**config.mk**
```make
export PLATFORM = sky130hd
export DESIGN_NAME = f5_sweep_ctrl
export DESIGN_NICKNAME = d
export VERILOG_FILES = /design/src/rtl/f5_sweep_ctrl.sv
export SDC_FILE = /design/constraint.sdc
export NUM_CORES = 1
export LEC_CHECK = 0
export CAP_MARGIN = 40
export CORE_ASPECT_RATIO = 0.9
export CORE_UTILIZATION = 43
export DETAILED_ROUTE_END_ITERATION = 7
export PLACE_DENSITY_LB_ADDON = 0.15
export REMOVE_ABC_BUFFERS = 1
export SETUP_SLACK_MARGIN = 0.3
export SLEW_MARGIN = 20
export SYNTH_ARGS = -nofsm -noshare
export SYNTH_HDL_FRONTEND = slang
export SYNTH_SLANG_ARGS = --single-unit
```
**constraint.sdc**
```tcl
create_clock -name clk -period 1.5 [get_ports clk]
set_input_delay 0.375 -clock clk [delete_from_list [all_inputs] [get_ports clk]]
set_output_delay 0.375 -clock clk [all_outputs]
set_load 0.005 [all_outputs]
```
**src/rtl/f5_sweep_ctrl.sv**
```systemverilog
// Clocked sequencer that sweeps the f5 datapath through every minterm, captures
// both implementations' outputs and reports the truth table, mismatch mask and pass.
module f5_sweep_ctrl #(
  parameter int N_IN   = 2,
  parameter int SETTLE = 1,
  localparam int M     = 2 ** N_IN
) (
  input  logic            clk,
  input  logic            reset,
  input  logic            start,
  output logic [N_IN-1:0] x,
  input  logic            sa,
  input  logic            sb,
  output logic            busy,
  output logic            done,
  output logic [M-1:0]    table_out,
  output logic [M-1:0]    mismatch,
  output logic            pass
);

  localparam logic [1:0] S_IDLE   = 2'd0;
  localparam logic [1:0] S_DRIVE  = 2'd1;
  localparam logic [1:0] S_SAMPLE = 2'd2;
  localparam logic [1:0] S_DONE   = 2'd3;

  localparam int CW = (SETTLE > 1) ? $clog2(SETTLE) : 1;

  logic [1:0]      state;
  logic [N_IN-1:0] idx;
  logic [CW-1:0]   cnt;

  // The datapath sees the minterm only while a sweep is in flight; otherwise it rests at 0.
  assign busy = (state == S_DRIVE) || (state == S_SAMPLE);
  assign x    = busy ? idx : '0;

  always_ff @(posedge clk) begin
    if (reset) begin
      state     <= S_IDLE;
      idx       <= '0;
      cnt       <= '0;
      table_out <= '0;
      mismatch  <= '0;
      pass      <= 1'b0;
      done      <= 1'b0;
    end else begin
      done <= 1'b0;
      case (state)
        S_IDLE: begin
          if (start) begin
            table_out <= '0;
            mismatch  <= '0;
            pass      <= 1'b0;
            idx       <= '0;
            cnt       <= '0;
            state     <= S_DRIVE;
          end
        end
        S_DRIVE: begin
          if (cnt == CW'(SETTLE - 1)) begin
            state <= S_SAMPLE;
          end else begin
            cnt <= cnt + CW'(1);
          end
        end
        S_SAMPLE: begin
          table_out[idx] <= sa;
          mismatch[idx]  <= sa ^ sb;
          cnt            <= '0;
          if (idx == N_IN'(M - 1)) begin
            state <= S_DONE;
          end else begin
            idx   <= idx + N_IN'(1);
            state <= S_DRIVE;
          end
        end
        S_DONE: begin
          // mismatch already holds the last minterm's capture here, so pass is final.
          done  <= 1'b1;
          pass  <= ~|mismatch;
          state <= S_IDLE;
        end
        default: state <= S_IDLE;
      endcase
    end
  end

endmodule

```
==> results of run 1 <==
[stage by stage]
step                      util (%)  power [W]
after floorplan                  -   0.000620
after global placement        63.4   0.000805
after detailed placement      63.4   0.000817
after CTS                     74.4    0.00123
after global routing          75.6    0.00138
final                         75.6    0.00130
[cells in the final DEF (no fill, tap or decap), drive strengths merged]
cell type,instances
a211o,1
a211oi,1
a21oi,7
a22o,6
a311oi,1
a41o,1
and2,3
and4b,2
buf,20
clkbuf,14
clkdlybuf4s50,3
dfxtp,14
dlygate4sd2,2
ha,10
inv,6
mux2,1
mux2i,2
nand2,4
nand2b,3
nand3,1
nor2,4
nor2b,1
nor4,1
o21ai,1
o31ai,1
o41ai,1
or2b,4
or4,1
or4b,1
xor2,1
[synth_stat cells]
cell type  instances  area share (%)
a211o_1            1             1.1
ha_1              10              16
and4b_1            2             2.5
buf_6              1             1.4
nand2b_1           3             2.4
a311oi_1           1             1.1
or2b_2             1             1.1
xor2_1             1             1.1
o41ai_2            1             2.1
o31ai_1            1            0.95
or4b_1             1             1.3
a41o_1             1             1.3
inv_1              6             2.8
nor2_1             4             1.9
nand3_1            1            0.63
nand2_1            4             1.9
nor4_1             1            0.79
or4_1              1            0.95
a211oi_1           1            0.95
a22o_1             6             6.6
or2b_1             3             2.8
a21oi_1            7             4.4
and2_4             1             1.1
dfxtp_1           14              35
o21ai_0            1            0.63
mux2i_1            2             2.5
mux2_4             1             1.9
nor2b_1            1            0.79
and2_1             2             1.6
[registers in the layout (all words and copies together), names as in the netlist]
signal	cells
mismatch	4
table_out	4
idx	2
state	2
done	1
pass	1
[path summary, 6_finish.rpt]
kind,start,endpoint
hold reg to reg,pass,pass
setup / recovery,state[0],busy
hold / removal,pass,pass
setup reg to reg,state[0],idx[1]
[kinds of logic after synthesis]
group                    Yosys count
multiplexers                       3
AO/OA/AOI/OAI                     20
flip-flops                        14
XOR/XNOR                           1
buffers and inverters              7
adder cells (fa/ha/maj)           10
AND/OR/NAND/NOR                   25
[cell type report]
| cell class | instances | area (um2) |
|---|---|---|
| multi-input combinational | 59 | 629 |
| fill | 120 | 414 |
| sequential | 14 | 297 |
| timing repair buffer | 35 | 268 |
| clock buffer | 4 | 36.3 |
| tap | 24 | 30.0 |
| inverter | 6 | 25.0 |
[worst max-delay path: stages (launching register included)]
cell	delay [ns]
dfxtp_2	0.36
inv_4	0.05
ha_4	0.23
dlygate4sd2_1	0.26
[where the power goes]
part / internal (W) / switching (W)
clock: 0.000148 / 0.000125
combinational: 0.000323 / 0.000286
sequential: 0.000398 / 0.0000187
total: 0.000869 / 0.000429
[what timing repair did]
| item | 4_1_cts | 5_1_grt |
|---|---|---|
| setup buffers | 5 | 0 |
| resized for setup | 65 | 26 |
| endpoints found under the setup margin | 26 | 26 |
| pin swaps | 14 | 7 |
[routing by layer]
metal / wire [um] / up-vias / part of all wire, %
li1: - / 363 / -
met1: 919 / 351 / 46
met4: 34 / 0 / 1.7
met2: 945 / 19 / 48
met3: 83 / 7 / 4.2
met5: 0 / - / 0
==> metrics.md, run 1 <==
| Metric | Value |
|---|---|
| Outcome | `finished with violations` |
| Failing checks | `setup timing` |
| Layout cell share with drive strength beyond 1 | `61.9%` |
| Period utilization | `103%` |
| Initial Utilization | `46.5%` |
| Synthesized area | `791 um2` |
| PwrDens | `1010 mW/mm2` |
| Post-synthesis compound-gate area fraction | `19.1%` |
| Initial DRT Pass Iterations | `4` |
| CTS max path bufs | `2` |
| Synth Area in Simple Gates | `19.8%` |
| DRC Markers | `0` |
| Required time worst endpoint | `1.12 ns` |
| Syn. warnings | `0` |
| GRT Total Usage | `24.2%` |
| Gp weighted congestion | `0.739` |
| Worst-path clk slew | `0.08 ns` |
| Max-slew violation count | `0` |
| Setup Skew | `0.00104 ns` |
| CORE AREA | `0.00170 mm2` |
| Total gr overflow | `0` |
| Maxcap violations | `0` |
| RSZ-0062 raised after global routing | `true` |
| Io pins | `18` |
| Met3 Use GR | `8.51%` |
| Vias in the first global route | `750` |
| WL final | `1.98 mm` |
| TritonCTS clock tree | `yes` |
| Synth Area in XOR/XNOR | `1.11%` |
| H-tree levels | `1` |
| WHS | `0.463 ns` |
| Post-synthesis sequential area ratio | `35.4%` |
| #FFs+latches synth | `14` |
| CTS root buffer | `clkbuf_4` |
| Hold WC Path Type | `register to register` |
| Drt wl/cell | `14.0 um` |
| Critical Path End Type | `output port` |
| Minimum clock period | `1.54 ns` |
| Slew margin rel. | `77.2%` |
| Pleak | `0.581 nW` |
| Fmax | `648 MHz` |
| Detail Route Antenna Nets | `0` |
| Worst hold stages | `2` |
| Place WS | `-0.227 ns` |
| Setup TNS | `-0.137 ns` |
| GR peak layer | `met2` |
| Crit path DAT | `1.17 ns` |
| DP Cell Count | `133` |
| I/O Buffers | `17` |
| Post-Syn Area per Cell | `9.88 um2` |
| Vias | `740` |
| Detail Placement HPWL | `1.31 mm` |
| Placed cell area | `0.00108 mm2` |
| Die Y | `42.7 um` |
| Met2 Resource Use GR | `36.9%` |
| Nets | `134` |
| First-pass GRT wire length | `3.41 mm` |
| FP Rows | `14` |
| Via density | `5.21` |
| Fin area | `0.00128 mm2` |
| Clock Latency Late Sink | `0.28 ns` |
| Slew @ Worst Pin | `0.339 ns` |
| Diodes inserted | `0` |
| Setup violators final | `5` |
| Hold_buf cts | `0` |
| Initial antenna violation count | `0` |
| DRT iter0 DRCs | `8` |
| Cell count after synthesis | `80` |
| Synthesis-to-finish area growth | `62.5%` |
| CTS Buf Count | `3` |
| Die X | `47.2 um` |
| Mux share of post-synthesis cell area | `4.43%` |
| Post-Layout Cell Count | `142` |
| R2R Setup Slk | `-0.02 ns` |
| Adder-cell share of the synthesized area | `15.8%` |
| Met1 global-route usage | `31.8%` |
| Reg2Reg Depth | `6` |
| Critical path launch point type | `register` |
| Critical path class | `register to output port` |
| Worst-path fanout max | `3` |
| TritonCTS sink count | `14` |
| Largest net degree at the start of global routing | `9` |
| Total die area | `0.00201 mm2` |
| Max rail drop VDD | `761 uV` |
| Synth unique cells | `29` |
| Final worst setup slack | `-0.0440 ns` |
| Final hold violation count | `0` |
| Main combinational cell family by area after synthesis | `simple AND/OR/NAND/NOR gates` |
No activity file was read; power rests on OpenSTA's default activity.
==> run 2: changes to the inputs <==
--- a/config.mk
+++ b/config.mk
@@ -12,7 +12,6 @@
 export PLACE_DENSITY_LB_ADDON = 0.15
 export REMOVE_ABC_BUFFERS = 1
 export SETUP_SLACK_MARGIN = 0.3
-export SLEW_MARGIN = 20
 export SYNTH_ARGS = -nofsm -noshare
 export SYNTH_HDL_FRONTEND = slang
 export SYNTH_SLANG_ARGS = --single-unit
==> results of run 2 <==
No change in the layout: final DEF, timing and power equal those of run 1.
==> run 3: changes to the inputs <==
--- a/config.mk
+++ b/config.mk
@@ -9,6 +9,7 @@
 export CORE_ASPECT_RATIO = 0.9
 export CORE_UTILIZATION = 43
 export DETAILED_ROUTE_END_ITERATION = 7
+export HOLD_SLACK_MARGIN = 0.02
 export PLACE_DENSITY_LB_ADDON = 0.15
 export REMOVE_ABC_BUFFERS = 1
 export SETUP_SLACK_MARGIN = 0.3
==> results of run 3 <==
No change in the layout: final DEF, timing and power equal those of run 1.
==> RTL edit 1 (settings of run 3) <==
Put a register stage on the output `x`, cleared by the reset. The value now appears one clock later. The other outputs are not delayed to match.
--- a/src/rtl/f5_sweep_ctrl.sv
+++ b/src/rtl/f5_sweep_ctrl.sv
@@ -31,7 +31,13 @@
 
   // The datapath sees the minterm only while a sweep is in flight; otherwise it rests at 0.
   assign busy = (state == S_DRIVE) || (state == S_SAMPLE);
-  assign x    = busy ? idx : '0;
+  always_ff @(posedge clk) begin
+    if (reset) begin
+      x <= '0;
+    end else begin
+      x <= busy ? idx : '0;
+    end
+  end
 
   always_ff @(posedge clk) begin
     if (reset) begin
Function: changed (a bounded check fails within 4 cycles, from zero or initial values and one cycle with reset high).
==> RTL edit 1 against run 3 <==
The run still ends with negative setup slack left. Power up 7.7%. Non-clock buffer count up 4. Synthesized area up 4.0%. Clock skew up 0.0069 ns. Synthesized cell count up 2.5%. Design area up 5.1%. Critical path depth up 3. Worst setup slack better by 0.028 ns. Hold slack better by 0.0097 ns. First-iteration DRC count rose to 3.8 times the old value. Sequential cell count up 2. Sequential share of layout area up 1.9 points. Clock power up 7.7%. Wire length up 25%. Critical path type is now flop to flop. Largest cell class unchanged. Largest power group unchanged.
==> RTL edit 1: results <==
group,metric,value,unit
placed_design,place_inst,137,
placed_design,gp_congestion,0.796,
setup_path,worstPathArrival,1.72,ns
pwr,pwr-share-comb,45.2,%
placed_design,place_hpwl,1.36,mm
outcome,violations,"negative setup slack",
placed_design,dp_slack,-0.142,ns
timing,setup_viol,1,
outcome,status,"complete, but fails checks",
synthesis,synth_fa_ha_area_share,15.2,%
timing,tns,-0.0161,ns
timing,skew,0.00789,ns
global_routing,grt_pass1_vias,836,
pwr,internal_power,0.917,mW
global_routing,grt_pass1_wl,3.67,mm
placed_design,place_area,1130,sq um
detailed_routing,routedWlPerCell,16.8,um
global_routing,met1_usage,33.7,%
timing,max_freq,0.660,GHz
global_routing,gr-usage-met2,39.5,%
detailed_routing,route.met3.wl,172,um
global_routing,use_met3,2.92,%
global_routing,grt_max_degree,10,
synthesis,synth.area.top_cells,"dfxtp_1, ha_1, a22o_1",
pwr,ir_drop,0.746,mV
detailed_routing,drt_iter0_drc,30,
synthesis,synth.area.mux_share,3.04,%
layout,post_route_cells_drive_above_1_share,65.3,%
synthesis,syn_avg_cell_area,10.0,sq um
synthesis,synth_xor_area_share,1.07,%
detailed_routing,avgViaCountPerCell,5.59,
synthesis,synth.distinct_cells,26,
detailed_routing,dr_total_vias,828,
timing,fin_ws,-0.0161,ns
cts,path_clk_slew,0.10,ns
setup_path,setup.worst_path.end,"table_out[3]",
global_routing,gr-usage-all-layers,24.7,%
cts,cts_buffers,3,
timing,worst_slew_pin_slew,0.297,ns
synthesis,synth_compound_area_share,20.9,%
synthesis,synth_common_cells,"dfxtp_1, ha_1, inv_1, nand2b_1",
pwr,p_per_area,1040,nW/um^2
timing,fin_hold_ws,0.472,ns
pwr,p_leak,0.634,nW
detailed_routing,route.met2.wl,1.21,mm
detailed_routing,drt-met1-wl,1.03,mm
setup_path,crit_family,"compound AO/OA/AOI/OAI gates",
pwr,pwr.group.clock,0.294,mW
==> RTL edit 1: logic make-up (layout without fill, tap and decap cells) <==
| logic type | Yosys count | count (layout) |
|---|---|---|
| AO/OA/AOI/OAI | 21 | 21 |
| multiplexers | 2 | 2 |
| adder cells (fa/ha/maj) | 10 | 10 |
| buffers and inverters | 8 | 50 |
| XOR/XNOR | 1 | 1 |
| AND/OR/NAND/NOR | 24 | 24 |
| flip-flops | 16 | 16 |
==> RTL edit 1: cell type report <==
class / instances / area (sq um)
multi-input combinational: 58 / 618
fill: 103 / 384
sequential: 16 / 338
timing repair buffer: 39 / 302
clock buffer: 4 / 36.3
tap: 24 / 30.0
inverter: 7 / 26.3
==> RTL edit 1: what timing repair did <==
item,CTS,global route
cloned,0,0
resized for setup,67,31
pin swaps,3,5
hold endpoints to repair,0,0
buffers inserted,5,2
hold buffers,0,0
setup endpoints to repair,26,24
==> RTL edit 2 (flow settings as in run 3) <==
Without the edit above. Change the parameter `N_IN` from 2 to 3.
--- a/src/rtl/f5_sweep_ctrl.sv
+++ b/src/rtl/f5_sweep_ctrl.sv
@@ -1,7 +1,7 @@
 // Clocked sequencer that sweeps the f5 datapath through every minterm, captures
 // both implementations' outputs and reports the truth table, mismatch mask and pass.
 module f5_sweep_ctrl #(
-  parameter int N_IN   = 2,
+  parameter int N_IN   = 3,
   parameter int SETTLE = 1,
   localparam int M     = 2 ** N_IN
 ) (
Interface: changed (resized mismatch, table_out and x); port bits go from 18 to 27. No check against the original RTL was run, so the function may have changed too.
==> RTL edit 2 against run 3 <==
The flow still finishes with violations (negative setup slack). Sequential power rose by 53%. Wire length up 57%. Sequential cell count increased by 9. Core utilization decreased by 1.5 points. Clock skew grew 0.0046 ns. Hold slack improved by 0.0061 ns. Power increased by 11%. Synthesized area increased by 43%. Non-clock buffer count up 27. Design area is 42% higher. Worst setup slack got worse by 0.072 ns. Largest power group is now sequential cells.
==> RTL edit 2: results <==
group,metric,value,unit
synthesis,synth.distinct_cells,34,
detailed_routing,avgViaCountPerCell,5.43,
detailed_routing,drt_pre_antenna_iters,4,
cts,clk_path_buf_depth,2,
synthesis,synth_seq_area_share,40.6,%
synthesis,yosys_warnings,0,
layout,finalNetCount,198,
detailed_routing,wl,3.10,mm
outcome,status,"complete, but fails checks",
setup_path,critPathMaxFanout,4,
cts,clk_latency,0.32,ns
outcome,violations,"negative setup slack",
min_path,min_path_type,"input pin to flop",
cts,path_clk_slew,0.13,ns
detailed_routing,drt_iter0_drc,27,
global_routing,grt_pass1_vias,1097,
setup_path,crit_slowest_cell,"dfxtp_2",
global_routing,antenna_found_initial,0,
layout,reg_top3,"mismatch x8, table_out x8, idx x3",
timing,skew,0.00567,ns
global_routing,grt_pass1_wl,4.78,mm
synthesis,synth.area.top_cells,"dfxtp_1, o21ai_0, ha_1",
pwr,p_leak,0.806,nW
cts,htree_levels,1,
layout,antenna_cells,0,
global_routing,grt_max_degree,14,
setup_path,crit_family,"flip-flops",
global_routing,grt-ovfl-total,0,
placed_design,gp_congestion,0.758,
setup_path,worstPathArrival,1.24,ns
placed_design,place_hpwl,2.03,mm
pwr,ir_drop,0.747,mV
cts,cts_buffers,3,
layout,post_route_cells_drive_above_1_share,64.3,%
synthesis,synthArstFlopShare,0,%
timing,worst_slew_pin_slew,0.335,ns
cts,root_buffer,"clkbuf_4",
timing,setup_viol,12,
synthesis,synth_common_cells,"dfxtp_1, o21ai_0, nand2_1",
setup_path,cp_slowest_stage_delay,0.37,ns
placed_design,place_area,1560,sq um
timing,fin_ws,-0.116,ns
placed_design,portBuffers,26,
global_routing,gr-usage-all-layers,21.9,%
-- RTL edit 2: changes by cell type after synthesis, sizes merged, moves of 3 or more --
cell	run 3	this run
o21ai	1	22
nand2	4	9
nor3b	0	4
dfxtp	14	23
nand3b	0	3
nor2b	1	7
a21oi	7	4
a32o	0	4
buf	1	4
or2b	4	0
ha	10	7
-- RTL edit 2: repair_timing --
action                                  4_1_cts  5_1_grt
resized for setup                           153       15
setup buffers                                13        2
pin swaps                                    24       15
endpoints found under the setup margin       43       26
-- RTL edit 2: cell families after synthesis --
| family | Yosys count | synth area share, % |
|---|---|---|
| simple gates | 43 | 23.5 |
| flops | 23 | 40.6 |
| buf+inv | 8 | 3.86 |
| fa+ha+maj | 7 | 7.73 |
| xor+xnor | 1 | 0.773 |
| compound gates | 41 | 23.5 |
-- RTL edit 2: path summary, 6_finish.rpt --
check,start,to,slack (ns),cells past startpoint
setup / recovery,state[1],x[2],-0.12,4
hold / removal,reset,idx[0],0.47,2
setup reg to reg,state[1],mismatch[1],-0.05,7
hold reg to reg,table_out[5],table_out[5],0.48,2
-- RTL edit 2: report_power, final --
| part | switching, mW | internal (mW) |
|---|---|---|
| registers | 0.0101 | 0.627 |
| logic | 0.240 | 0.257 |
| clock network | 0.200 | 0.100 |
| total | 0.450 | 0.985 |
-- RTL edit 2: cell type report --
type                    instances  area [sq um]
clock buffers                   3          22.5
inverters                       4          15.0
well taps                      28          35.0
flip-flops and latches         23           487
multi-input cells              92           805
repair buffers                 62           459
fillers                       192           639
clock inverters                 1          5.00
-- RTL edit 2: metal layers --
layer | routed length [um] | part of all wire (%) | GRT usage (%)
met5 | 0 | 0 | 0
met2 | 1550 | 50 | 39.3
met3 | 108 | 3.5 | 3.09
met4 | 61 | 2.0 | 9.76
met1 | 1390 | 45 | 25.9
-- RTL edit 2: through the flow --
stage	utilization, %	TNS (ns)	worst slack, ns	std cells
after global placement	63.1	-3.90	-0.227	194
after global routing	74.1	-1.85	-0.156	213
after CTS	71.8	-0.434	-0.107	211
final	74.1	-0.615	-0.116	213
after detailed placement	63.1	-4.51	-0.258	194
after floorplan	-	0	0.00799	119
